<file path="src/rtl/i2c_pkg.sv">
// rtl/i2c_pkg.sv - shared types and constants for the I2C slave controller and decode
// Purpose: controller state encoding and the slave address that decode compares against.
// Ports: none (package).
package i2c_pkg;

  // 7-bit slave address; decode matches starting_byte[7:1] against this.
  localparam logic [6:0] SLAVE_ADDR = 7'b1111000;

  typedef enum logic [3:0] {
    IDLE,
    ADDR,
    ADDR_DEC,
    ADDR_ACK,
    RX_BYTE,
    RX_ACK,
    TX_BYTE,
    TX_CHK,
    WAIT_STOP
  } state_t;

endpackage

</file>
<file path="src/rtl/i2c_slave_ctrl_if.sv">
// rtl/i2c_slave_ctrl_if.sv - bus/handshake bundle between the I2C slave controller and its neighbours
// Purpose: groups the raw I2C lines, the decode handshake and the byte-level data handshake.
// Ports (slave modport view):
//   in : scl, sda_in, start_found, stop_found, address_match, rw_mode, tx_data
//   out: starting_byte, rx_data, rx_valid, tx_load, tx_nack, sda_out, sda_oe, busy
interface i2c_slave_ctrl_if #(
  parameter int NBITS = 8
);

  logic             scl;
  logic             sda_in;
  logic             start_found;
  logic             stop_found;
  logic             address_match;
  logic             rw_mode;
  logic [NBITS-1:0] starting_byte;
  logic [NBITS-1:0] rx_data;
  logic             rx_valid;
  logic [NBITS-1:0] tx_data;
  logic             tx_load;
  logic             tx_nack;
  logic             sda_out;
  logic             sda_oe;
  logic             busy;

  // Controller side.
  modport slave (
    input  scl, sda_in, start_found, stop_found, address_match, rw_mode, tx_data,
    output starting_byte, rx_data, rx_valid, tx_load, tx_nack, sda_out, sda_oe, busy
  );

  // Environment side (decode, data source/sink, bus).
  modport master (
    output scl, sda_in, start_found, stop_found, address_match, rw_mode, tx_data,
    input  starting_byte, rx_data, rx_valid, tx_load, tx_nack, sda_out, sda_oe, busy
  );

endinterface

</file>
<file path="src/rtl/scl_edge.sv">
// rtl/scl_edge.sv - scl/sda synchroniser with scl edge detection
// Purpose: brings raw scl/sda into the clk domain and flags scl edges for one cycle.
// Ports:
//   clk, n_rst       : clock, asynchronous active-low reset
//   scl, sda_in      : raw I2C lines
//   scl_rise/fall    : 1-cycle pulses on synchronised scl edges
//   sda_sync         : sda delayed by the same chain depth as scl
module scl_edge #(
  parameter int SYNC_DEPTH = 3
) (
  input  logic clk,
  input  logic n_rst,
  input  logic scl,
  input  logic sda_in,
  output logic scl_rise,
  output logic scl_fall,
  output logic sda_sync
);

  logic [SYNC_DEPTH-1:0] scl_sh;
  logic [SYNC_DEPTH-1:0] sda_sh;
  logic                  scl_prev;

  // Chains reset to 1 (idle bus) so leaving reset never looks like an edge.
  always_ff @(posedge clk or negedge n_rst) begin
    if (!n_rst) begin
      scl_sh   <= '1;
      sda_sh   <= '1;
      scl_prev <= 1'b1;
    end else begin
      scl_sh   <= {scl_sh[SYNC_DEPTH-2:0], scl};
      sda_sh   <= {sda_sh[SYNC_DEPTH-2:0], sda_in};
      scl_prev <= scl_sh[SYNC_DEPTH-1];
    end
  end

  assign scl_rise = scl_sh[SYNC_DEPTH-1] & ~scl_prev;
  assign scl_fall = ~scl_sh[SYNC_DEPTH-1] & scl_prev;
  assign sda_sync = sda_sh[SYNC_DEPTH-1];

endmodule

</file>
<file path="src/rtl/i2c_slave_ctrl.sv">
// rtl/i2c_slave_ctrl.sv - I2C slave protocol controller downstream of the decode stage
// Purpose: tracks the bus, captures the address byte, ACKs, receives write bytes and
//          serialises read bytes onto SDA (open-drain: only zeros are driven).
// Ports:
//   clk, n_rst : clock, asynchronous active-low reset
//   bus        : i2c_slave_ctrl_if.slave (raw lines, decode handshake, byte handshake)
module i2c_slave_ctrl
  import i2c_pkg::*;
#(
  parameter int SYNC_DEPTH = 3,
  parameter int NBITS      = 8
) (
  input logic              clk,
  input logic              n_rst,
  i2c_slave_ctrl_if.slave  bus
);

  localparam int               CNT_W    = (NBITS > 1) ? $clog2(NBITS) : 1;
  localparam logic [CNT_W-1:0] LAST_BIT = CNT_W'(NBITS - 1);

  state_t           state;
  logic [CNT_W-1:0] bit_cnt;
  // Second half of a two-step state: ACK driven / last bit seen / master ACK seen.
  logic             phase;
  logic [NBITS-2:0] rx_shift;
  logic [NBITS-2:0] tx_shift;   // remaining bits after the MSB has been driven

  logic scl_rise;
  logic scl_fall;
  logic sda_sync;

  scl_edge #(
    .SYNC_DEPTH (SYNC_DEPTH)
  ) u_scl_edge (
    .clk      (clk),
    .n_rst    (n_rst),
    .scl      (bus.scl),
    .sda_in   (bus.sda_in),
    .scl_rise (scl_rise),
    .scl_fall (scl_fall),
    .sda_sync (sda_sync)
  );

  assign bus.busy = (state != IDLE);

  always_ff @(posedge clk or negedge n_rst) begin
    if (!n_rst) begin
      state             <= IDLE;
      bit_cnt           <= '0;
      phase             <= 1'b0;
      rx_shift          <= '0;
      tx_shift          <= '0;
      bus.starting_byte <= '0;
      bus.rx_data       <= '0;
      bus.rx_valid      <= 1'b0;
      bus.tx_load       <= 1'b0;
      bus.tx_nack       <= 1'b0;
      bus.sda_out       <= 1'b1;
      bus.sda_oe        <= 1'b0;
    end else begin
      bus.rx_valid <= 1'b0;
      bus.tx_load  <= 1'b0;
      bus.tx_nack  <= 1'b0;

      // Bus conditions override everything; a partial byte is simply dropped.
      if (bus.start_found) begin
        state      <= ADDR;
        bit_cnt    <= '0;
        phase      <= 1'b0;
        bus.sda_oe <= 1'b0;
      end else if (bus.stop_found) begin
        state      <= IDLE;
        bit_cnt    <= '0;
        phase      <= 1'b0;
        bus.sda_oe <= 1'b0;
      end else begin
        case (state)
          IDLE: begin
            bus.sda_oe <= 1'b0;
          end

          ADDR: begin
            if (scl_rise) begin
              bus.starting_byte <= {bus.starting_byte[NBITS-2:0], sda_sync};
              if (bit_cnt == LAST_BIT) begin
                state   <= ADDR_DEC;
                bit_cnt <= '0;
              end else begin
                bit_cnt <= bit_cnt + 1'b1;
              end
            end
          end

          // starting_byte is complete here, so decode's match is valid this cycle.
          ADDR_DEC: begin
            bit_cnt <= '0;
            phase   <= 1'b0;
            state   <= bus.address_match ? ADDR_ACK : WAIT_STOP;
          end

          // First fall pulls SDA low for the ACK bit, second fall (after the
          // ACK's rise) lets go and moves on to the data phase.
          ADDR_ACK, RX_ACK: begin
            if (scl_fall) begin
              if (!phase) begin
                bus.sda_oe  <= 1'b1;
                bus.sda_out <= 1'b0;
                phase       <= 1'b1;
              end else begin
                bus.sda_oe <= 1'b0;
                phase      <= 1'b0;
                bit_cnt    <= '0;
                if (state == ADDR_ACK && bus.rw_mode) begin
                  state       <= TX_BYTE;
                  bus.tx_load <= 1'b1;
                end else begin
                  state <= RX_BYTE;
                end
              end
            end
          end

          RX_BYTE: begin
            if (scl_rise) begin
              rx_shift <= {rx_shift[NBITS-3:0], sda_sync};
              if (bit_cnt == LAST_BIT) begin
                bus.rx_data  <= {rx_shift, sda_sync};
                bus.rx_valid <= 1'b1;
                state        <= RX_ACK;
                bit_cnt      <= '0;
                phase        <= 1'b0;
              end else begin
                bit_cnt <= bit_cnt + 1'b1;
              end
            end
          end

          // The tx_load cycle captures tx_data and drives its MSB straight away;
          // later bits follow on each scl fall until the 8th rise has passed.
          TX_BYTE: begin
            if (bus.tx_load) begin
              tx_shift    <= bus.tx_data[NBITS-2:0];
              bus.sda_out <= 1'b0;
              bus.sda_oe  <= ~bus.tx_data[NBITS-1];
            end else if (scl_rise) begin
              if (bit_cnt == LAST_BIT) begin
                phase <= 1'b1;
              end else begin
                bit_cnt <= bit_cnt + 1'b1;
              end
            end else if (scl_fall) begin
              if (phase) begin
                bus.sda_oe <= 1'b0;
                state      <= TX_CHK;
                phase      <= 1'b0;
                bit_cnt    <= '0;
              end else begin
                tx_shift   <= {tx_shift[NBITS-3:0], 1'b0};
                bus.sda_oe <= ~tx_shift[NBITS-2];
              end
            end
          end

          TX_CHK: begin
            if (scl_rise && !phase) begin
              if (!sda_sync) begin
                phase <= 1'b1;
              end else begin
                bus.tx_nack <= 1'b1;
                state       <= WAIT_STOP;
              end
            end else if (scl_fall && phase) begin
              state       <= TX_BYTE;
              bus.tx_load <= 1'b1;
              phase       <= 1'b0;
              bit_cnt     <= '0;
            end
          end

          WAIT_STOP: begin
            bus.sda_oe <= 1'b0;
          end

          default: begin
            state      <= IDLE;
            bus.sda_oe <= 1'b0;
          end
        endcase
      end
    end
  end

endmodule
</file>
<file path="src/flat_wrapper.sv">
// flat-port wrapper written by rule: the top's interface ports become plain ports
module i2c_slave_ctrl_flat import i2c_pkg::*;
#(
  parameter int SYNC_DEPTH = 3,
  parameter int NBITS      = 8
)
  (clk, n_rst, bus_scl, bus_sda_in, bus_start_found, bus_stop_found, bus_address_match, bus_rw_mode, bus_tx_data, bus_starting_byte, bus_rx_data, bus_rx_valid, bus_tx_load, bus_tx_nack, bus_sda_out, bus_sda_oe, bus_busy);
  i2c_slave_ctrl_if #(.NBITS(NBITS)) bus_i ();
  input logic clk;
  input logic n_rst;
  input wire logic [$bits(bus_i.scl)-1:0] bus_scl;
  input wire logic [$bits(bus_i.sda_in)-1:0] bus_sda_in;
  input wire logic [$bits(bus_i.start_found)-1:0] bus_start_found;
  input wire logic [$bits(bus_i.stop_found)-1:0] bus_stop_found;
  input wire logic [$bits(bus_i.address_match)-1:0] bus_address_match;
  input wire logic [$bits(bus_i.rw_mode)-1:0] bus_rw_mode;
  input wire logic [$bits(bus_i.tx_data)-1:0] bus_tx_data;
  output wire logic [$bits(bus_i.starting_byte)-1:0] bus_starting_byte;
  output wire logic [$bits(bus_i.rx_data)-1:0] bus_rx_data;
  output wire logic [$bits(bus_i.rx_valid)-1:0] bus_rx_valid;
  output wire logic [$bits(bus_i.tx_load)-1:0] bus_tx_load;
  output wire logic [$bits(bus_i.tx_nack)-1:0] bus_tx_nack;
  output wire logic [$bits(bus_i.sda_out)-1:0] bus_sda_out;
  output wire logic [$bits(bus_i.sda_oe)-1:0] bus_sda_oe;
  output wire logic [$bits(bus_i.busy)-1:0] bus_busy;
  assign bus_i.scl = bus_scl;
  assign bus_i.sda_in = bus_sda_in;
  assign bus_i.start_found = bus_start_found;
  assign bus_i.stop_found = bus_stop_found;
  assign bus_i.address_match = bus_address_match;
  assign bus_i.rw_mode = bus_rw_mode;
  assign bus_i.tx_data = bus_tx_data;
  assign bus_starting_byte = bus_i.starting_byte;
  assign bus_rx_data = bus_i.rx_data;
  assign bus_rx_valid = bus_i.rx_valid;
  assign bus_tx_load = bus_i.tx_load;
  assign bus_tx_nack = bus_i.tx_nack;
  assign bus_sda_out = bus_i.sda_out;
  assign bus_sda_oe = bus_i.sda_oe;
  assign bus_busy = bus_i.busy;
  i2c_slave_ctrl #(.SYNC_DEPTH(SYNC_DEPTH), .NBITS(NBITS)) u_core (.clk(clk), .n_rst(n_rst), .bus(bus_i));
endmodule
</file>
<file path="config.mk">
export PLATFORM = sky130hd
export DESIGN_NAME = i2c_slave_ctrl_flat
export DESIGN_NICKNAME = d
export VERILOG_FILES = /design/src/rtl/i2c_pkg.sv /design/src/rtl/i2c_slave_ctrl_if.sv /design/src/rtl/scl_edge.sv /design/src/rtl/i2c_slave_ctrl.sv /design/src/flat_wrapper.sv
export SDC_FILE = /design/constraint.sdc
export NUM_CORES = 1
export LEC_CHECK = 0
export ABC_AREA = 1
export CAP_MARGIN = 20
export CORE_UTILIZATION = 56
export CTS_BUF_LIST = sky130_fd_sc_hd__clkbuf_8
export CTS_CLUSTER_SIZE = 40
export DETAILED_ROUTE_END_ITERATION = 8
export GPL_TIMING_DRIVEN = 0
export PLACE_DENSITY = 0.94
export SETUP_SLACK_MARGIN = 0.1
export SLEW_MARGIN = 20
export SYNTH_ARGS = -nofsm -noshare
export SYNTH_HDL_FRONTEND = slang
export SYNTH_SLANG_ARGS = --single-unit
export TNS_END_PERCENT = 100
</file>
<file path="constraint.sdc">
create_clock -name clk -period 1.8 [get_ports clk]
set_input_delay 0.36 -clock clk [delete_from_list [all_inputs] [get_ports clk]]
set_output_delay 0.36 -clock clk [all_outputs]
set_load 0.01 [all_outputs]
</file>
# [After elaboration in Yosys (flattened, before gate mapping)]
# Cells that the tools add are included.
[classes] addsub=1 eq_ne=37 mux=77 n_bitwise=8 reduce_logical=23
[ops] operator="two-way mux 4 bit" n=16
[ops] operator="two-way mux 1 bit" n=39
[ops] operator="inequality test 4 x 3 -> 1 bit (second input constant)" n=9
[ops] operator="two-way mux 3 bit" n=11
[ops] operator="two-way mux 7 bit" n=4
[ops] operator="case mux 4 bit (7 select lines)" n=1
[ops] operator="inequality test 5 bit (second input constant)" n=4
[ops] operator="AND reduction 6 bit" n=3
[ops] operator="== test 4 x 3 -> 1 bit (second input constant)" n=4
[ops] operator="inequality test 5 x 3 -> 1 bit (second input constant)" n=3
[ops] operator="case mux 3 bit (5 select lines)" n=1
[ops] operator="nonzero test 7 bit" n=2
[ops] operator="AND reduction 13 bit" n=1
[ops] operator="inequality test 4 bit (second input constant)" n=3
[ops] operator="AND reduction 4 bit" n=3
[ops] operator="AND reduction 9 bit" n=1
[ops] operator="== test 4 x 2 -> 1 bit (second input constant)" n=2
[ops] operator="inequality test 2 x 1 -> 1 bit (second input constant)" n=4
[ops] operator="inequality test 3 x 1 -> 1 bit (second input constant)" n=2
[ops] operator="NOT 1 bit" n=6
[ops] operator="OR reduction 2 bit" n=3
[ops] operator="inequality test 5 x 4 -> 1 bit (second input constant)" n=1
[ops] operator="case mux 1 bit (5 select lines)" n=1
[ops] operator="AND reduction 5 bit" n=1
[ops] operator="16 further kinds" n=21
[word_totals] regBits=50 input_bits=16 output_inout_bits=22 wordCells=161

# [Logic depth before layout (Yosys ltp)]
# Gate-level depths: netlist of the first run.
[logic_depth] depth_word=8 mapped_depth=11 depth_no_buf=11

# [Hierarchy]
# From an unflattened synthesis of the first run, not the netlist that was laid out.
[unflattened] cells_unflattened=314 area_unflattened_um2=2618.8
[by_module_without_submodules] module="i2c_slave_ctrl" instances=1 cells_per_inst=303 area_per_inst_um2=2419.8 seq_area_each_um2=1077.3
[by_module_without_submodules] module="scl_edge" instances=1 cells_per_inst=11 area_per_inst_um2=198.9 seq_area_each_um2=183.9

# [Worst setup path before layout of the first run]
# No wires, ideal clock.
[synth_timing] path_type="reg-to-reg" from="reg u_core.bit_cnt[1]" to="reg u_core.state[3]" setup_time_ns=0.117 arrival_ns=1.497 required_time_ns=1.683 path_slack_ns=0.186 stages_incl_launch_ff=12 n_path_buf=0 period_less_slack_ns=1.614 cell_sequence="dfrtp_1 -> ha_1 -> ha_1 -> inv_1 -> nor2_1 -> nor2_1 -> nor2_1 -> nand2_1 -> nor2_2 -> nand2_1 -> nand2_1 -> nand2_1"
[synth_via] elab_chain_len=3 elab_cells_between_ends=4 classes_between="3 x eq/ne; 1 x reduce/logical"
[synth_rtl] item="start, declared" line_no="i2c_slave_ctrl.sv:22" source="logic [CNT_W-1:0] bit_cnt;"
[synth_rtl] item="start signal, assigned" line_no="i2c_slave_ctrl.sv:89" source="bit_cnt <= bit_cnt + 1'b1;"
[synth_rtl] item="start signal, assigned" line_no="i2c_slave_ctrl.sv:133" source="bit_cnt <= bit_cnt + 1'b1;"
[synth_rtl] item="start signal, assigned" line_no="i2c_slave_ctrl.sv:149" source="bit_cnt <= bit_cnt + 1'b1;"
[synth_rtl] item="== test 3 bit (*)" line_no="i2c_slave_ctrl.sv:85, i2c_slave_ctrl.sv:126"
[synth_rtl] item="inequality test 4 x 3 -> 1 bit (no source line)"
[synth_rtl] item="AND reduction 13 bit (no source line) (*)"
[synth_rtl] item="end signal, assigned" line_no="i2c_slave_ctrl.sv:98" source="state <= bus.address_match ? ADDR_ACK : WAIT_STOP;"
[synth_rtl] item="end, declared" line_no="i2c_slave_ctrl.sv:21" source="state_t state;"
# Mark *: on every way between the ends. The rest lies on a longest branch, timed or not.
# A chain may end at the register's enable or synchronous reset.

# [Worst setup path in the final report of the first run]
[layout_timing] from="reg u_core.state[3]" to="reg u_core.bit_cnt[2]"
[layout_via] elab_chain_len=5 elab_cells_between_ends=19 classes_between="12 x eq/ne; 3 x mux; 4 x reduce/logical"
[layout_rtl] item="== test 4 x 1 -> 1 bit (tied with other cells)" line_no="i2c_slave_ctrl.sv:77" source="case (state)"
[layout_rtl] item="OR reduction 2 bit, on equally long branches"
[layout_rtl] item="case mux 3 bit (5 select lines)" line_no="i2c_slave_ctrl.sv:77"
[layout_rtl] item="two-way mux 3 bit" line_no="i2c_slave_ctrl.sv:71" source="end else if (bus.stop_found) begin"
[layout_rtl] item="two-way mux 3 bit" line_no="i2c_slave_ctrl.sv:66" source="if (bus.start_found) begin"
# Several ways; a longest one is shown, not always the timed one.

==> key figures, run 1 <==
Logic synthesis
  • Post-synthesis sequential area ratio: 0.4719
  • Commonest cells in the netlist: nand2_1 (110), dfrtp_1 (42), inv_1 (34)
  • Synth top area share: 0.3933
  • Yosys reg bits: 50
  • Syn nets: 362
  • Ys async rst share: 1.000
  • Post-synth cell types: 31
  • Mapped Cells: between 300 and 400
  • Top-count cell post-synth: nand2_1
  • Synth Warn #: 0
  • Synth area leaders: dfrtp_1 (39%), nand2_1 (15%), dfstp_2 (7.9%)
  • Post-synth EDFFs: 0
  • Post-synth top area cell: dfrtp_1
  • Syn avg cell area: 7.769 sq um
  • Cell area after synthesis: 0.002673 sq mm
  • Synth Flop Type: dfrtp_1

Pwr
  • Max IR drop VDD: 0.7181 mV
  • PwrDens: 724.1 mW/mm^2
  • P_leak: about 0.0018 uW

Min path
  • Worst hold path class: input port to asynchronous set/reset pin

Final layout
  • Area growth syn-to-layout: 35.25%
  • # fillers: 245
  • Util after Layout: 0.8079
  • NumNets Final: approximately 440
  • Layout cells sized above 1: 0.3007
  • Number of diodes: 0

Routing
  • Vias: 2832
  • Drt total wl: 7863 microns
  • Drt first pass iters: 9
  • Initial drt markers: 419
  • Remaining antenna violation count: 0
  • Routed length per placed instance: 16.69 microns
  • Via density: around 6
  • Post-route DRC: 3

Clock network
  • Root Buffer: clkbuf_8
  • Worst-Skew Late Latency: 310 ps
  • Hold buffers post-CTS: 0
  • Clk slew on worst S/H paths: approximately 100 ps
  • CTS sink cnt: 50
  • CTS tree: done
  • Clock buffer depth: 2
  • H-tree levels: 2
  • TritonCTS Buffers: 5

STA
  • Slew HR: 0.6405
  • Setup TNS: -15.76 ps
  • Final Setup Violations: 1
  • Final hold vios: 0
  • Slew Limit Fails: 0
  • Fin crit period: 1816 ps
  • RSZ-0062 raised after global routing: yes
  • Clock skew: between 9 and 10 ps
  • Measured slew at the worst slew-check pin: between 500 and 600 ps
  • Max Clock Freq: 0.5507 GHz
  • Fin crit share: 1.009
  • Final WS setup: -15.76 ps

GRT
  • GR Overflow Total: 0
  • First-pass GRT wire length: about 11000 microns
  • Vias in the first global route: 2449
  • Antenna violations before repair: 0
  • Largest net degree at the start of global routing: 30
  • Tot GR Track Use: 0.2809

Die
  • DIE WIDTH: 71.08 microns
  • # IOs: 38
  • FP Rows: 24
  • Area of the core: 0.004474 sq mm
  • Die Area: 0.005052 sq mm
  • Initial Util: 0.5973
  • Die Y: 71.08 microns

Critical path
  • CP Capture Type: register
  • CP arrival: ~2000 ps
  • CP Class: register to register
  • Worst r2r src: u_core.state[3]$_DFFE_PN0P_
  • Crit path max fanout: 5
  • R2R cell count: 10
  • CP startpoint kind: register
  • Reg2reg setup slack: -20 ps
  • Critical Path RT: 2000 ps
  • Reg-to-reg endpoint: u_core.bit_cnt[2]$_DFFE_PN0P_

Placement
  • Port-buffer cells: 37
  • HPWL after detailed placement: 4371 microns
  • Place WS: -338.1 ps
  • Routability cong.: 0.9450

Run status
  • Outcome: complete, but fails checks
  • Failing checks: design-rule violations, negative setup slack

Run
  • Max Cap Viol: 0
-- metrics by stage --
| step | instances | area, sq um | power (uW) | hold WS, ps |
|---|---|---|---|---|
| final | 471 | 3615 | 2618 | 16.86 |
| after global routing | 471 | 3615 | 2740 | 42.60 |
| after CTS | 455 | 3357 | 2566 | 25.19 |
| after detailed placement | 434 | 3123 | 1875 | 346.8 |
| after global placement | 433 | 3108 | 1857 | 346.4 |
| after floorplan | 344 | 2673 | 1583 | 64.41 |
-- report_power, final --
group	switching (uW)	leakage (uW)	total, uW	internal [uW]
logic	338	0.00121	635	297
registers	72.0	0.000583	1320	1240
clock network	391	0.0000483	666	274
total	801	0.00184	2620	1820
-- worst max path at each step --
stage,from,to,depth (start not counted)
global route,u_core.state[3]$_DFFE_PN0P_,u_core.bit_cnt[2]$_DFFE_PN0P_,10
detailed placement,bus_start_found,u_core.bus.rx_data[4]$_DFFE_PN0P_,8
CTS,u_core.state[0]$_DFFE_PN0P_,u_core.tx_shift[5]$_DFFE_PN0P_,7
finish,u_core.state[3]$_DFFE_PN0P_,u_core.bit_cnt[2]$_DFFE_PN0P_,10
floorplan,u_core.bit_cnt[1]$_DFFE_PN0P_,u_core.state[3]$_DFFE_PN0P_,11
global placement,n_rst,u_core.bus.starting_byte[7]$_DFFE_PN0P_,1
-- registers in the layout, indices dropped and copies added, names as in the netlist --
signal / count
u_core.bus.tx_nack: 1
u_core.bus.starting_byte: 8
u_core.bus.tx_load: 1
u_core.phase: 1
u_core.bit_cnt: 3
u_core.bus.sda_out: 1
u_core.state: 4
u_core.u_scl_edge.sda_sh: 3
u_core.bus.sda_oe: 1
u_core.u_scl_edge.scl_prev: 1
u_core.rx_shift: 7
u_core.bus.rx_data: 8
u_core.tx_shift: 7
u_core.bus.rx_valid: 1
u_core.u_scl_edge.scl_sh: 3
-- critical path, stage by stage, from the launching register on --
cell and delay [ps]:
dfrtp_2 440, buf_4 170, inv_2 70, nand2_2 120, nor2_4 220, buf_4 160, nand3_1 80, nand3_2 110
nor2_4 70, nand3_1 160, nand2_1 90
-- cell type report --
| cell class | count | area (sq um) | share of cell area |
|---|---|---|---|
| timing repair buffer | 67 | 613.1 | 0.1696 |
| tap | 52 | 65.06 | 0.01800 |
| clock buffer | 5 | 68.82 | 0.01904 |
| multi-input combinational | 243 | 1358 | 0.3756 |
| inverter | 45 | 173.9 | 0.04811 |
| buffer | 6 | 50.05 | 0.01385 |
| sequential | 50 | 1267 | 0.3506 |
| clock inverter | 3 | 18.77 | 0.005192 |
-- layer usage --
layer / wire [microns] / global-route usage
met1: 2921 / 0.3453
met2: 3684 / 0.4797
met3: 751 / 0.06410
met4: 505 / 0.1156
met5: 0 / 0
-- logic make-up (layout without fill, tap and decap cells) --
kind of cell,count (synthesis),after routing,synth area share
AND/OR/NAND/NOR,190,190,0.3226
buffers and inverters,51,126,0.07818
AO/OA/AOI/OAI,50,50,0.1138
flip-flops,50,50,0.4719
adder cells (fa/ha/maj),2,2,0.009362
multiplexers,1,1,0.004213
-- cells in the final DEF (no fill, tap or decap), drive strengths merged --
master / n
nand2: 113
inv: 46
dfrtp: 42
nor2: 42
o21ai: 37
buf: 36
clkdlybuf4s50: 32
nand3: 30
a21oi: 9
dfstp: 8
clkbuf: 6
nand4: 3
clkinv: 2
dlymetal6s2s: 2
dlygate4sd2: 2
ha: 2
a211oi: 1
nor3: 1
o31ai: 1
a41oi: 1
or2: 1
mux2: 1
o22ai: 1
-- what timing repair did --
action	4_1_cts	5_1_grt
resized for setup	18	43
endpoints found under the setup margin	20	31
hold endpoints to repair	0	0
setup buffers	13	16
pin swaps	8	18
Note: power is estimated with default switching activity, not from simulation.
==> run 2, diff against run 1 <==
--- a/config.mk
+++ b/config.mk
@@ -13,7 +13,6 @@
 export DETAILED_ROUTE_END_ITERATION = 8
 export GPL_TIMING_DRIVEN = 0
 export PLACE_DENSITY = 0.94
-export SETUP_SLACK_MARGIN = 0.1
 export SLEW_MARGIN = 20
 export SYNTH_ARGS = -nofsm -noshare
 export SYNTH_HDL_FRONTEND = slang
==> key figures, run 2 (synthesized netlist as in run 1, its figures left out) <==
Die
  • Area of the core: 0.004474 sq mm
  • # IOs: 38
  • Die Area: 0.005052 sq mm
  • FP Rows: 24
  • Initial Util: 0.5973
  • DIE WIDTH: 71.08 microns
  • Die Y: 71.08 microns

Run
  • Max Cap Viol: 0

Clock network
  • CTS tree: done
  • Clock buffer depth: 2
  • Hold buffers post-CTS: 0
  • TritonCTS Buffers: 5
  • Clk slew on worst S/H paths: 100 ps
  • CTS sink cnt: 50
  • Worst-Skew Late Latency: 310 ps
  • Root Buffer: clkbuf_8
  • H-tree levels: 2

Final layout
  • Commonest non-fill, non-tap cells in the layout: nand2_1 (106), dfrtp_1 (37), clkdlybuf4s50_1 (35)
  • Number of diodes: 0
  • NumNets Final: roughly 420
  • Final instance area: 0.003427 sq mm
  • Area of the multi-input gates: 0.001275 sq mm
  • # fillers: between 200 and 300
  • Util after Layout: 0.7659
  • Layout cells sized above 1: 0.2241
  • Largest regs: u_core.bus.rx_data: 8 flops, u_core.bus.starting_byte: 8 flops
  • Area growth syn-to-layout: 28.23%
  • Most common cell after layout, fill and taps aside: nand2_1
  • Reg area: 0.001267 sq mm

Run status
  • Outcome: complete, but fails checks
  • Failing checks: design-rule violations, negative setup slack

Critical path
  • Critical Path RT: 2010 ps
  • CP arrival: roughly 2000 ps
  • Worst path most repeated cell: nand2_1
  • CP max stage delay: roughly 570 ps
  • CP cell instances: inv_2 > nor2_2 > nand2_4 > nand3_1 > nand3_1 > nor2_2 > nand2_1 > nand2_1 > nand2_1
  • Critical path's slowest cell: dfstp_2
  • CP Capture Type: register
  • CP startpoint kind: register
  • CP Class: register to register
  • Crit path max fanout: 7

GRT
  • GR Overflow Total: 0
  • Antenna violations before repair: 0
  • Largest net degree at the start of global routing: 30
  • Vias in the first global route: 2348
  • First-pass GRT wire length: 10230 microns
  • Tot GR Track Use: 0.2599

STA
  • Measured slew at the worst slew-check pin: ~520 ps
  • Slew Limit Fails: 0
  • Fin crit period: 1804 ps
  • Max Clock Freq: 0.5545 GHz
  • Fin crit share: 1.002
  • RSZ-0062 raised after global routing: yes
  • Final Setup Violations: 1
  • Final WS setup: -3.544 ps
  • Final hold vios: 0
  • Clock skew: 12.43 ps
  • Slew HR: 0.6524

Routing
  • Drt first pass iters: 8
  • Post-route DRC: 3
  • Initial drt markers: 383
  • Remaining antenna violation count: 0
  • Vias: 2699
  • Drt total wl: roughly 7100 microns
  • Routed length per placed instance: 15.54 microns
  • Via density: around 5.9

Min path
  • Worst hold path class: input port to asynchronous set/reset pin

Pwr
  • PwrDens: 751.0 mW/mm^2
  • Max IR drop VDD: 0.7021 mV
  • Total chip power: 2574 uW
  • P_leak: 0.001738 uW

Placement
  • Routability cong.: 0.9450
  • HPWL after detailed placement: around 4400 microns
  • Placed instance area: 0.003123 sq mm
  • Port-buffer cells: 37
-- run 2: cell types whose count changed in the layout (fill, tap and decap cells not counted), moves of 5 or more --
cell | previous run | this run
nor2_4 | 12 | 7
nand2_1 | 96 | 106
buf_4 | 28 | 17
nand2_2 | 13 | 4
nor2_1 | 22 | 29
-- run 2: metal layers --
metal  track usage  wire (microns)  vias to the layer above
li1              -               -                     1215
met1        0.3321            2724                     1234
met2        0.4348            3379                      190
met3       0.05556             626                       60
met4        0.1022             388                        0
met5             0               0                        -
-- run 2: through the flow --
stage               hold slack [ps]  cells  setup TNS [ps]  worst slack [ps]
floorplan                     64.41    344               0             185.8
global placement              346.4    433          -50530            -953.3
detailed placement            346.8    434           -7614            -338.1
CTS                           25.19    447               0             9.333
global route                  45.87    458          -236.7            -48.27
finish                        9.290    458          -3.544            -3.544
-- run 2: worst max-delay path: cells and delay by family, from the launching register on --
family | cells | cell delay [ps]
simple gates | 8 | 1080
buf+inv | 1 | 60
flops | 1 | 570
-- run 2: cell type report --
type / count / share of cell area
timing repair buffer: 54 / 0.1519
clock buffer: 5 / 0.02008
clock inverter: 3 / 0.005476
tap: 52 / 0.01899
sequential: 50 / 0.3698
buffer: 6 / 0.01241
multi-input combinational: 243 / 0.3720
inverter: 45 / 0.04929
-- run 2: final timing paths --
path | from | endpoint | slack [ps] | depth (start not counted)
setup reg to reg | u_core.u_scl_edge.scl_prev$_DFF_PN1_ | u_core.bit_cnt[0]$_DFFE_PN0P_ | -4 | 9
hold / removal | n_rst | u_core.tx_shift[3]$_DFFE_PN0P_ | 9 | 1
max in group asynchronous | n_rst | u_core.u_scl_edge.sda_sh[0]$_DFF_PN1_ | 1180 | 2
hold reg to reg | u_core.u_scl_edge.scl_sh[0]$_DFF_PN1_ | u_core.u_scl_edge.scl_sh[1]$_DFF_PN1_ | 360 | 0
setup / recovery | u_core.u_scl_edge.scl_prev$_DFF_PN1_ | u_core.bit_cnt[0]$_DFFE_PN0P_ | -4 | 9
min in group clk | u_core.u_scl_edge.scl_sh[0]$_DFF_PN1_ | u_core.u_scl_edge.scl_sh[1]$_DFF_PN1_ | 360 | 0
-- run 2: what timing repair did --
item	CTS	global route
setup buffers	5	11
pin swaps	3	10
endpoints found under the hold margin	0	0
setup endpoints to repair	10	18
gates cloned	0	0
gates resized for setup	11	13
-- run 2: where the power goes --
group / switching [uW] / internal [uW]
clock: 391 / 275
combinational: 300 / 286
sequential: 77.7 / 1240
==> edit 1: new RTL, config.mk and constraints of run 2 <==
`NBITS` is set to 8 in 3 places; all go to 16.
--- a/src/rtl/i2c_slave_ctrl_if.sv
+++ b/src/rtl/i2c_slave_ctrl_if.sv
@@ -4,7 +4,7 @@
 //   in : scl, sda_in, start_found, stop_found, address_match, rw_mode, tx_data
 //   out: starting_byte, rx_data, rx_valid, tx_load, tx_nack, sda_out, sda_oe, busy
 interface i2c_slave_ctrl_if #(
-  parameter int NBITS = 8
+  parameter int NBITS = 16
 );
 
   logic             scl;
--- a/src/rtl/i2c_slave_ctrl.sv
+++ b/src/rtl/i2c_slave_ctrl.sv
@@ -8,7 +8,7 @@
   import i2c_pkg::*;
 #(
   parameter int SYNC_DEPTH = 3,
-  parameter int NBITS      = 8
+  parameter int NBITS      = 16
 ) (
   input logic              clk,
   input logic              n_rst,
--- a/src/flat_wrapper.sv
+++ b/src/flat_wrapper.sv
@@ -2,7 +2,7 @@
 module i2c_slave_ctrl_flat import i2c_pkg::*;
 #(
   parameter int SYNC_DEPTH = 3,
-  parameter int NBITS      = 8
+  parameter int NBITS      = 16
 )
   (clk, n_rst, bus_scl, bus_sda_in, bus_start_found, bus_stop_found, bus_address_match, bus_rw_mode, bus_tx_data, bus_starting_byte, bus_rx_data, bus_rx_valid, bus_tx_load, bus_tx_nack, bus_sda_out, bus_sda_oe, bus_busy);
   i2c_slave_ctrl_if #(.NBITS(NBITS)) bus_i ();
Interface: changed (resized bus_rx_data, bus_starting_byte and bus_tx_data); port bits go from 38 to 62. No check against the original RTL was run, so the function may have changed too.
==> edit 1 against run 2 <==
Clock skew about the same; cell area increased by 50%; sequential cell count increased by 33; synthesized area increased by 48%; worst setup slack improved by 0.043 ns; final cell count increased by 46%; count of clock-buffer cells in the layout increased by 4; power increased by 88%; combinational power increased by 100%; wire length increased by 29%; via count increased by 29%; core utilization decreased by 1.1 points; largest cell class is now registers.
==> edit 1: results (changes against run 2) <==
stage	metric	value	unit	change
placement	portBuffers	61		+65%
logic_synthesis	async_flop_share	1.00		unchanged
cells_and_area	fillCellCount	493		+74%
global_route	antenna_found_initial	0		unchanged
logic_synthesis	ys_seq_area_frac	0.529		+0.0573
clock_network	tritoncts.num_buffers	9		+4
global_route	grt_first_pass_wirelength	15200	um	+48%
setup_path	critPathArrivalTime	2.05	ns	+0.04 ns
setup_path	crit_family	buffers and inverters		
hold_path	hold_start	u_core.u_scl_edge.sda_sh[0]		
setup_path	slowest_stage	dfrtp_2		
logic_synthesis	yosys-top-cells-area	dfrtp_1, nand2_1, o21ai_0		
logic_synthesis	yosysUniqueCellTypes	33		+6.5%
hold_path	hp-class	flip-flop to flip-flop		
logic_synthesis	synth_fa_ha_area_frac	0.00317		-0.00619
setup_path	startpoint	u_core.state[0]		
cells_and_area	reg_top3	u_core.bus.rx_data: 16 flops, u_core.bus.starting_byte: 16 flops		
power_and_ir_drop	power_density	944	mW/mm^2	+26%
drt	route.met2.wl	4560	um	+35%
sta	worst_pin_slew	0.568	ns	+0.0471 ns
clock_network	htreeDepth	3		+1
logic_synthesis	synth_mux_area_frac	0.00286		-0.00136
cells_and_area	layout-drive-gt1-share	0.185		-0.0391
global_route	grt_use_total	0.262		+0.00226
logic_synthesis	synth_compound_area_frac	0.130		+0.0163
drt	post_drt_wl_per_cell	13.7	um	-12%
placement	gp_congestion	0.860		-9.0%
drt	drt-met1-wl	3960	um	+45%
placement	dp_hpwl	6250	um	+43%
drt	vias	3484		+29%
logic_synthesis	synth-xor-area-share	0.00222		+0.00222
setup_path	worstPathMaxFanout	6		-1
logic_synthesis	avgSynthCellArea	8.23	sq um	+6.0%
drt	drtIter0Drc	237		-38%
clock_network	clkLatencyLatePin	0.36	ns	+0.05 ns
drt	finalWirelength	9150	um	+29%
status	status	completed		
logic_synthesis	synth_nets	504		+39%
setup_path	slowest_delay	0.45	ns	-0.12 ns
placement	place_ws	-0.391	ns	-0.0534 ns
cells_and_area	antenna_cells	0		unchanged
sta	clock-skew-final	0.0121	ns	-0.000362 ns
logic_synthesis	ys_top_cells_by_count	nand2_1, dfrtp_1, o21ai_0, inv_1, nor2_1		
drt	firstDrtPassIters	5		-3
clock_network	cts.reportedPaths.clkPinSlew	0.09	ns	
drt	wl_met3	527	um	-16%
power_and_ir_drop	p_leak	2.52	nW	+45%
clock_network	clockBufferDepth	2		unchanged
global_route	grt_pass1_vias	3344		+42%
power_and_ir_drop	ir_drop	1.07	mV	+52%
global_route	grt_max_degree	46		+53%
logic_synthesis	yosysWarnings	0		unchanged
placement	placed_cell_area	0.00469	sq mm	+50%
placement	dp.cells	637		+47%
cells_and_area	finalNetCount	593		+40%
clock_network	clock-root-buffer	clkbuf_8		
-- edit 1: layer usage --
| metal | vias up | global-route usage |
|---|---|---|
| met1 | 1655 | 0.345 |
| met4 | 0 | 0.0712 |
| li1 | 1693 | - |
| met2 | 122 | 0.444 |
| met3 | 14 | 0.0529 |
| met5 | - | 0 |
-- edit 1: area by class of cell --
cell class | count | share of cell area
tap | 96 | 0.0234
timing repair buffer | 78 | 0.152
multi-input combinational | 315 | 0.311
sequential | 83 | 0.408
clock buffer | 9 | 0.0241
clock inverter | 7 | 0.0149
inverter | 65 | 0.0485
buffer | 16 | 0.0188
-- edit 1: repair_timing --
action / 4_1_cts / 5_1_grt
setup buffers: 4 / 9
gates cloned: 0 / 2
setup endpoints to repair: 8 / 51
hold buffers: 1 / 0
gates resized for setup: 11 / 33
hold endpoints to repair: 4 / 0
pin swaps: 1 / 4
-- edit 1: power breakdown --
part / leakage (nW) / internal (mW) / switching (mW) / total (mW)
clock network: 0.103 / 0.555 / 0.794 / 1.35
logic: 1.46 / 0.595 / 0.588 / 1.18
registers: 0.958 / 2.13 / 0.177 / 2.31
-- edit 1: logic make-up after synthesis --
| kind of cell | count (synthesis) |
|---|---|
| adders and majority gates | 1 |
| xor gates and xnor gates | 1 |
| DFF | 83 |
| and+or+nand+nor | 219 |
| muxes | 1 |
| buffers and inverters | 81 |
| AOI/OAI and AO/OA | 93 |
-- edit 1: final timing paths --
| path | to | slack, ns | depth (start not counted) |
|---|---|---|---|
| setup reg to reg | u_core.tx_shift[2] | 0.04 | 10 |
| hold / removal | u_core.u_scl_edge.sda_sh[1] | 0.36 | 0 |
| min in group asynchronous | u_core.bus.rx_data[8] | 0.53 | 2 |
| hold reg to reg | u_core.u_scl_edge.sda_sh[1] | 0.36 | 0 |
| setup / recovery | u_core.tx_shift[2] | 0.04 | 10 |
| max in group asynchronous | u_core.u_scl_edge.scl_sh[2] | 0.60 | 3 |
-- edit 1: worst reg2reg max path: stages (launching register included) --
cell and delay (ns):
dfrtp_2 0.45, buf_6 0.13, nor2_4 0.12, nand2_4 0.09, nor2_8 0.15, inv_4 0.05
o31ai_4 0.28, buf_6 0.18, clkbuf_16 0.15, nand2_2 0.05, o21ai_2 0.05
==> edit 2: new RTL, flow settings as in run 2 <==
Without the edit above. Encoding of `state_t`: now Gray code (4 bits for 9 states).
--- a/src/rtl/i2c_pkg.sv
+++ b/src/rtl/i2c_pkg.sv
@@ -7,15 +7,15 @@
   localparam logic [6:0] SLAVE_ADDR = 7'b1111000;
 
   typedef enum logic [3:0] {
-    IDLE,
-    ADDR,
-    ADDR_DEC,
-    ADDR_ACK,
-    RX_BYTE,
-    RX_ACK,
-    TX_BYTE,
-    TX_CHK,
-    WAIT_STOP
+    IDLE      = 4'b0000,
+    ADDR      = 4'b0001,
+    ADDR_DEC  = 4'b0011,
+    ADDR_ACK  = 4'b0010,
+    RX_BYTE   = 4'b0110,
+    RX_ACK    = 4'b0111,
+    TX_BYTE   = 4'b0101,
+    TX_CHK    = 4'b0100,
+    WAIT_STOP = 4'b1100
   } state_t;
 
 endpackage
Behaviour: same outputs for any inputs over 10 cycles, from zero or initial values and one cycle with n_rst low; not proved beyond that.
==> edit 2 against run 2 <==
Die area decreased by 2.2%; worst setup slack better by 0.074 ns; cell area shrank 2.3%; wire length is 14% lower; global-route usage decreased by 0.31 points; synthesized area shrank 2.3%; count of clock-buffer cells in the layout unchanged; sequential cell count unchanged; register-to-register slack gained 0.08 ns; final cell count decreased by 2.8%; largest cell class is now registers; highest routed layer unchanged.
Power is not compared: it rests on default switching activity, and its combinational part moved more than twofold at a synthesized area within 25%.
==> edit 2: results (changes against run 2) <==
stage	metric	value	unit	change
status	status	completed		
setup_path	slowest_delay	0.54	ns	-0.03 ns
global_route	grt_util_met3	0.0476		-0.00794
drt	drt-met1-wl	2620	um	-3.7%
global_route	grt_use_total	0.257		-0.00309
logic_synthesis	yosys-top-cells-area	dfrtp_1, nand2_1, dfstp_2		
global_route	grt_use_met1	0.354		+0.0215
logic_synthesis	yosysUniqueCellTypes	28		-9.7%
drt	firstDrtPassIters	6		-2
setup_path	r2r_slack	0.08	ns	+0.08 ns
placement	dp_hpwl	4450	um	+1.8%
setup_path	worstPathMaxFanout	2		-5
clock_network	post_cts_resized	5		-6
drt	vias	2416		-10%
drt	route.met2.wl	3060	um	-9.5%
global_route	grt_first_pass_wirelength	9920	um	-3.1%
setup_path	crit_family	flip-flops		
cells_and_area	fillCellCount	301		+6.0%
logic_synthesis	synth_nets	352		-2.8%
logic_synthesis	ys_top_cells_by_count	nand2_1, dfrtp_1, inv_1, nand3_1, o21ai_0		
global_route	grt_pass1_vias	2134		-9.1%
drt	wl_met3	300	um	-52%
setup_path	critPathArrivalTime	1.37	ns	-0.64 ns
global_route	grt_max_degree	27		-10%
cells_and_area	layout-drive-gt1-share	0.201		-0.0231
[edit 2: changes by cell type after synthesis, sizes merged, moves of 2 or more]
cell          run 2  this run
nand4             3         5
o21ai            37        39
nor2             42        33
inv              45        41
nand2           113       111
[edit 2: layout make-up]
type / instances / area [sq um] / area share
flip-flops and latches: 50 / 1270 / 0.378
multi-input cells: 236 / 1200 / 0.358
repair buffers: 51 / 498 / 0.149
inverters: 41 / 154 / 0.0460
clock buffers: 5 / 68.8 / 0.0206
well taps: 52 / 65.1 / 0.0194
clock inverters: 3 / 48.8 / 0.0146
plain buffers: 7 / 48.8 / 0.0146
[edit 2: worst paths after layout]
path | end | start | cells past startpoint
max | bus_sda_out | u_core.bus.sda_out | 1
min | u_core.bus.rx_data[5] | n_rst | 1
max reg2reg | u_core.bus.rx_data[3] | u_core.state[3] | 8
min reg2reg | u_core.u_scl_edge.scl_sh[1] | u_core.u_scl_edge.scl_sh[0] | 0
max in group asynchronous | u_core.u_scl_edge.scl_prev | n_rst | 2
min in group clk | u_core.u_scl_edge.scl_sh[1] | u_core.u_scl_edge.scl_sh[0] | 0
[edit 2: stage by stage]
step	TNS [ns]	instances	hold slack [ns]	setup slack, ns
finish	0	445	0.0204	0.0707
global placement	-46.69	423	0.346	-0.932
floorplan	0	334	0.0644	0.252
CTS	-0.0642	432	0.0443	-0.0642
global route	-0.196	445	0.0586	-0.0394
detailed placement	-5.62	424	0.348	-0.342
[edit 2: kinds of logic after synthesis]
family | after synthesis | share of synthesized area
and+or+nand+nor | 181 | 0.309
DFF | 50 | 0.483
buffers and inverters | 48 | 0.0776
adders and majority gates | 2 | 0.00958
muxes | 1 | 0.00431
AOI/OAI and AO/OA | 52 | 0.116
